===== config.mk =====
export PLATFORM = sky130hd
export DESIGN_NAME = neighbor_announcer
export DESIGN_NICKNAME = d
export VERILOG_FILES = /design/src/rtl/packet_types_pkg.sv /design/src/rtl/neighbor_announcer_beacon_timer.sv /design/src/rtl/neighbor_announcer.sv
export SDC_FILE = /design/constraint.sdc
export NUM_CORES = 1
export LEC_CHECK = 0
export ABC_AREA = 1
export BUFFER_PORTS_ARGS = -buffer_cell sky130_fd_sc_hd__buf_2
export CORE_MARGIN = 3
export CORE_UTILIZATION = 45
export DETAILED_ROUTE_END_ITERATION = 8
export PLACE_DENSITY = 0.74
export SYNTH_ARGS = -nofsm -noshare
export SYNTH_HDL_FRONTEND = slang
export SYNTH_HIERARCHICAL = 1
export SYNTH_SLANG_ARGS = --single-unit

===== constraint.sdc =====
create_clock -name clk -period 2.5 [get_ports clk]
set_input_delay 0.5 -clock clk [delete_from_list [all_inputs] [get_ports clk]]
set_output_delay 0.5 -clock clk [all_outputs]
set_load 0.01 [all_outputs]

===== src/rtl/packet_types_pkg.sv =====
// Shared HELLO packet definitions: type code, field layout, FSM state type
// and the TAIL checksum builder. The receive-side decode imports this as well.
package packet_types;

  localparam logic [3:0] HELLO_TYPE = 4'h1;

  // Field offsets/widths inside a 32-bit flit
  localparam int TYPE_LSB   = 28;
  localparam int TYPE_W     = 4;
  localparam int NODE_LSB   = 20;
  localparam int NODE_W     = 8;
  localparam int SEQ_LSB    = 12;
  localparam int SEQ_W      = 8;
  localparam int COUNT_LSB  = 24;
  localparam int COUNT_W    = 8;
  localparam int PERIOD_LSB = 0;
  localparam int PERIOD_W   = 24;

  typedef enum logic [1:0] {
    IDLE = 2'd0,
    HEAD = 2'd1,
    BODY = 2'd2,
    TAIL = 2'd3
  } hello_state_t;

  function automatic logic [31:0] hello_head(input logic [7:0] node_id,
                                             input logic [7:0] seq);
    return {HELLO_TYPE, node_id, seq, 12'h000};
  endfunction

  function automatic logic [31:0] hello_body(input logic [7:0]  count,
                                             input logic [23:0] period);
    return {count, period};
  endfunction

  // TAIL carries a simple XOR checksum over HEAD and BODY
  function automatic logic [31:0] hello_tail(input logic [31:0] head,
                                             input logic [31:0] body);
    return head ^ body;
  endfunction

endpackage


===== src/rtl/neighbor_announcer_beacon_timer.sv =====
// Reload down-counter: counts PERIOD-1..0 while enabled, pulses expire at 0
// and reloads. Held at PERIOD-1 while disabled.
module beacon_timer #(
  parameter int PERIOD = 1000
) (
  input  logic clk,
  input  logic rst,
  input  logic enable,
  output logic expire
);

  localparam logic [23:0] RELOAD = 24'(PERIOD - 1);

  logic [23:0] count_r;

  // Down-count while enabled; reload on expiry or while disabled
  always_ff @(posedge clk or posedge rst) begin
    if (rst) begin
      count_r <= RELOAD;
    end else if (!enable || (count_r == 24'd0)) begin
      count_r <= RELOAD;
    end else begin
      count_r <= count_r - 24'd1;
    end
  end

  assign expire = enable & (count_r == 24'd0);

endmodule


===== src/rtl/neighbor_announcer.sv =====
// HELLO beacon generator: emits HEAD/BODY/TAIL flits advertising node ID,
// sequence number and neighbor count, periodically or on request.
module neighbor_announcer
  import packet_types::*;
#(
  parameter int NODE_ID_WIDTH = 8,
  parameter int FLIT_WIDTH    = 32,
  parameter int BEACON_PERIOD = 1000
) (
  input  logic                     clk,
  input  logic                     rst,
  input  logic                     enable_i,
  input  logic                     force_i,
  input  logic [NODE_ID_WIDTH-1:0] node_id_i,
  input  logic [7:0]               neighbor_count_i,
  output logic [FLIT_WIDTH-1:0]    tx_flit_o,
  output logic                     tx_valid_o,
  output logic                     tx_last_o,
  input  logic                     tx_ready_i,
  output logic                     busy_o,
  output logic [7:0]               seq_o
);

  localparam logic [23:0] PERIOD_FIELD = 24'(BEACON_PERIOD);

  hello_state_t state_r, state_n_s;
  logic         pending_r, pending_n_s;
  logic [7:0]   seq_r, seq_n_s;
  logic [7:0]   snap_node_r, snap_count_r, snap_seq_r;
  logic         load_snap_s, expire_s, trigger_s, accept_s;
  logic [31:0]  head_s, body_s, tail_s, flit_s;

  beacon_timer #(.PERIOD(BEACON_PERIOD)) u_timer (
    .clk    (clk),
    .rst    (rst),
    .enable (enable_i),
    .expire (expire_s)
  );

  assign trigger_s = expire_s | (force_i & enable_i);
  assign accept_s  = (state_r != IDLE) & tx_ready_i;

  // Next-state, pending-request and sequence-number logic
  always_comb begin
    state_n_s   = state_r;
    pending_n_s = pending_r;
    seq_n_s     = seq_r;
    load_snap_s = 1'b0;
    case (state_r)
      IDLE: begin
        pending_n_s = 1'b0;
        if (trigger_s) begin
          state_n_s   = HEAD;
          load_snap_s = 1'b1;
        end else begin
          state_n_s   = IDLE;
        end
      end
      HEAD: begin
        pending_n_s = enable_i & (pending_r | trigger_s);
        if (accept_s) begin
          state_n_s = BODY;
        end else begin
          state_n_s = HEAD;
        end
      end
      BODY: begin
        pending_n_s = enable_i & (pending_r | trigger_s);
        if (accept_s) begin
          state_n_s = TAIL;
        end else begin
          state_n_s = BODY;
        end
      end
      TAIL: begin
        if (accept_s) begin
          seq_n_s     = seq_r + 8'd1;
          pending_n_s = 1'b0;
          // A request that arrives on the accepting edge itself is honoured too
          if (enable_i & (pending_r | trigger_s)) begin
            state_n_s   = HEAD;
            load_snap_s = 1'b1;
          end else begin
            state_n_s   = IDLE;
          end
        end else begin
          pending_n_s = enable_i & (pending_r | trigger_s);
          state_n_s   = TAIL;
        end
      end
      default: begin
        state_n_s   = IDLE;
        pending_n_s = 1'b0;
      end
    endcase
  end

  // Control state registers
  always_ff @(posedge clk or posedge rst) begin
    if (rst) begin
      state_r   <= IDLE;
      pending_r <= 1'b0;
      seq_r     <= 8'd0;
    end else begin
      state_r   <= state_n_s;
      pending_r <= pending_n_s;
      seq_r     <= seq_n_s;
    end
  end

  // Capture packet contents when a beacon starts so mid-packet input changes are ignored
  always_ff @(posedge clk or posedge rst) begin
    if (rst) begin
      snap_node_r  <= 8'd0;
      snap_count_r <= 8'd0;
      snap_seq_r   <= 8'd0;
    end else if (load_snap_s) begin
      snap_node_r  <= 8'(node_id_i);
      snap_count_r <= neighbor_count_i;
      snap_seq_r   <= seq_n_s;
    end else begin
      snap_node_r  <= snap_node_r;
      snap_count_r <= snap_count_r;
      snap_seq_r   <= snap_seq_r;
    end
  end

  assign head_s = hello_head(snap_node_r, snap_seq_r);
  assign body_s = hello_body(snap_count_r, PERIOD_FIELD);
  assign tail_s = hello_tail(head_s, body_s);

  // Flit selection from registered state only
  always_comb begin
    flit_s = 32'h0000_0000;
    case (state_r)
      HEAD:    flit_s = head_s;
      BODY:    flit_s = body_s;
      TAIL:    flit_s = tail_s;
      default: flit_s = 32'h0000_0000;
    endcase
  end

  assign tx_flit_o  = FLIT_WIDTH'(flit_s);
  assign tx_valid_o = (state_r != IDLE);
  assign busy_o     = (state_r != IDLE);
  assign tx_last_o  = (state_r == TAIL);
  assign seq_o      = seq_r;

endmodule

==> summary.txt <==
Route
  • Starting DRT DRC Count: between 150 and 200
  • Routed Antenna Nets: 0
  • Wire per inst: 12.55 µm
  • Vias per cell: around 4.8
  • DRT Pass-1 Iters: 4
  • DRC viols: 0
  • DR vias: 2,917
  • Post-Route WL: 7668 µm

Clock tree
  • Hold_buf cts: 0
  • Clock Path Buffers: 2
  • Clk_lat worst skew: 340 ps
  • Worst-path clk slew: about 70 ps
  • H-tree depth: 3
  • CTS tree: yes
  • Root Driver: clkbuf_8
  • Clock sink count: 59
  • Num CTS Buffers: 9

Pwr
  • Leak: 2.156 nW
  • VDD IR-drop max: about 0.00029 V
  • Power Dens Cells: around 540 mW/mm²
  • Tot Pwr: 0.002111 W

Finish
  • Area delta synth->final: 15.07%
  • Layout cells sized above 1: between 20% and 30%
  • Multi-input combinational cell area: 0.001619 mm²
  • Util after Layout: 53.84%
  • # fillers: 729
  • Commonest non-fill, non-tap cells in the layout: nand2_1, buf_2, dfrtp_1
  • Layout Cells excl Fill: 611
  • Ant diodes: 0
  • Nets: 535
  • Most common cell after layout, fill and taps aside: nand2_1
  • Register area: 0.001488 mm²

STA
  • Layout Skew: 14.38 ps
  • Final setup violation count: 0
  • RSZ-0062 raised after global routing: false
  • Final Critical Period: roughly 2300 ps
  • Final Max Tran Viols: 0
  • Period utilisation layout: 93.28%
  • Final setup TNS: 0 ps
  • Final hold vios: 0
  • Max Fclk: 428.8 MHz

Global route
  • Initial antenna violation count: 0
  • First-pass GRT wire length: 12,940 µm
  • GR Overflow Total: 0
  • Vias in the first global route: 2,875
  • Pin count of the biggest net entering global routing: 36
  • Total global-route track usage: 19.09%

Place
  • Post-DP HPWL: 5714 µm
  • I/O Buffers: 57
  • Gpl congestion: 0.8305
  • Inst Count DP: 593

Critical path
  • Critical path class: reg2out
  • Kind of cell adding the most delay to the critical path: flip-flops
  • CP max-delay cell: dfrtp_2
  • Setup crit end kind: primary output
  • CP max stage delay: around 440 ps
  • CP bufs+invs: 3
  • Maximum net fanout on the critical path: 11
  • Critical Path RT: 2000 ps
  • WP data arrival: 1830 ps
  • Startpoint types: flop
  • CP cell instances: inv_1 -> ha_2 -> inv_2 -> nand2_1 -> o21ai_0 -> buf_2

Floorplanning
  • Initial Util: 46.79%
  • Core Rows: 31
  • Core Box Area: around 0.0073 mm²
  • I/O pin count: 64
  • Die Ht: 93.08 µm
  • Chip width: 93.08 µm
  • Die area: 0.008663 mm²

Logic synthesis
  • Post-synth EDFFs: 0
  • Top_reg_cell synth: dfrtp_1
  • Synth Cell Area: approximately 0.0034 mm²
  • Ys Warns: 6
  • Syn Area/Cell: 7.633 µm²
  • Ys async rst share: 100.0%
  • Cell count after synthesis: 447
  • Synth cell types: 37
  • Yosys reg bits: 59
  • Post-synthesis sequential area ratio: 43.56%

Outcome
  • Status: completed

Job
  • # Max-Cap Violations: 0

Worst hold path
  • Worst Hold Class: in2async
[Yosys cell counts, types with 2 or more instances]
| cell | number | area, µm² |
|---|---|---|
| nand2_1 | 163 | 611.8 |
| dfrtp_1 | 51 | 1276 |
| nor2_1 | 49 | 183.9 |
| inv_1 | 44 | 165.2 |
| nor2_2 | 19 | 118.9 |
| nand3_1 | 17 | 85.08 |
| buf_4 | 14 | 105.1 |
| xor2_1 | 12 | 105.1 |
| nand4_1 | 9 | 56.30 |
| dfstp_2 | 8 | 210.2 |
| ha_1 | 7 | 87.58 |
| a21oi_1 | 6 | 30.03 |
| o21ai_0 | 6 | 30.03 |
| nand2_2 | 4 | 25.02 |
| xnor2_1 | 4 | 35.03 |
| a31oi_1 | 3 | 18.77 |
| buf_2 | 3 | 15.01 |
| nor3b_1 | 3 | 22.52 |
| buf_6 | 2 | 22.52 |
| inv_2 | 2 | 7.510 |
| nand2_4 | 2 | 22.52 |
| nand3b_1 | 2 | 15.01 |
| nor2_4 | 2 | 22.52 |
| o21ai_1 | 2 | 10.01 |
[where the power goes]
group | switching (W) | internal [W] | total [W]
clock network | 0.000378 | 0.000381 | 0.000759
logic | 0.000168 | 0.0000986 | 0.000267
registers | 0.0000551 | 0.00103 | 0.00108
total | 0.000601 | 0.00151 | 0.00211
[final cells by class]
cell class,instances,area share [%]
clock buffers,11,3.601
repair buffers,65,8.795
well taps,99,3.155
multi-input cells,325,41.24
inverters,47,4.557
clock inverters,5,0.7648
flip-flops and latches,59,37.89
[registers in the layout (all words and copies together) (netlist names)]
| register | flops |
|---|---|
| pending_r | 1 |
| seq_o | 8 |
| snap_count_r | 8 |
| snap_node_r | 8 |
| snap_seq_r | 8 |
| state_r | 2 |
| u_timer/count_r | 24 |
[metal layers]
layer | part of all wire [%] | wire length, µm | track usage [%] | vias up
li1 | - | - | - | 1469
met4 | 1.4 | 107 | 6.838 | 0
met3 | 6.1 | 464 | 6.436 | 11
met1 | 45 | 3439 | 23.66 | 1369
met2 | 48 | 3657 | 31.01 | 68
met5 | 0 | 0 | 0 | -
[per-stage QoR]
| step | setup slack [ps] | cell area (µm²) | hold WS [ps] |
|---|---|---|---|
| final | 168.1 | 3926 | 215.7 |
| after global routing | 36.97 | 3926 | 241.1 |
| after CTS | 43.43 | 3894 | 217.7 |
| after detailed placement | 195.0 | 3719 | 442.1 |
| after global placement | 277.6 | 3719 | 437.2 |
| after floorplan | 374.3 | 3431 | 428.4 |
[kinds of logic (layout without fill, tap and decap cells)]
group           Yosys count  in the layout  share of synthesized area [%]
fa+ha+maj                 7              7                          2.567
compound gates           20             20                          3.521
buf+inv                  68            128                          10.12
xor+xnor                 16             16                          4.107
flops                    59             59                          43.56
simple gates            276            276                          36.01
other cells               1              6                         0.1099
[worst reg2reg max path, cell delays in order, from the launching register on]
cell and delay, ps:
dfrtp_1 420, nor2_1 220, nand2_2 110, nor2_4 150
nand3_2 120, nor2_1 100, inv_1 60, nand3_1 150
nand3_4 100, nand2_1 80, nand2_2 270, nand2_1 150
nand2_1 70
[path summary, 6_finish.rpt]
kind,from,endpoint,slack [ps],cells past startpoint
worst max register to register,u_timer/count_r[11],snap_seq_r[4],390,12
worst max-delay path,state_r[0],tx_flit_o[26],170,6
worst min-delay path,rst,u_timer/count_r[10],220,3
min in group clk,neighbor_count_i[2],snap_count_r[2],350,3
max in group asynchronous,rst,state_r[0],1880,3
worst min register to register,u_timer/count_r[0],u_timer/count_r[0],450,1
[what timing repair did]
action	CTS	global route
gates cloned	0	0
gates resized for setup	2	4
buffers inserted	0	2
setup endpoints to repair	4	1
Power figures use the tool's default switching activity.
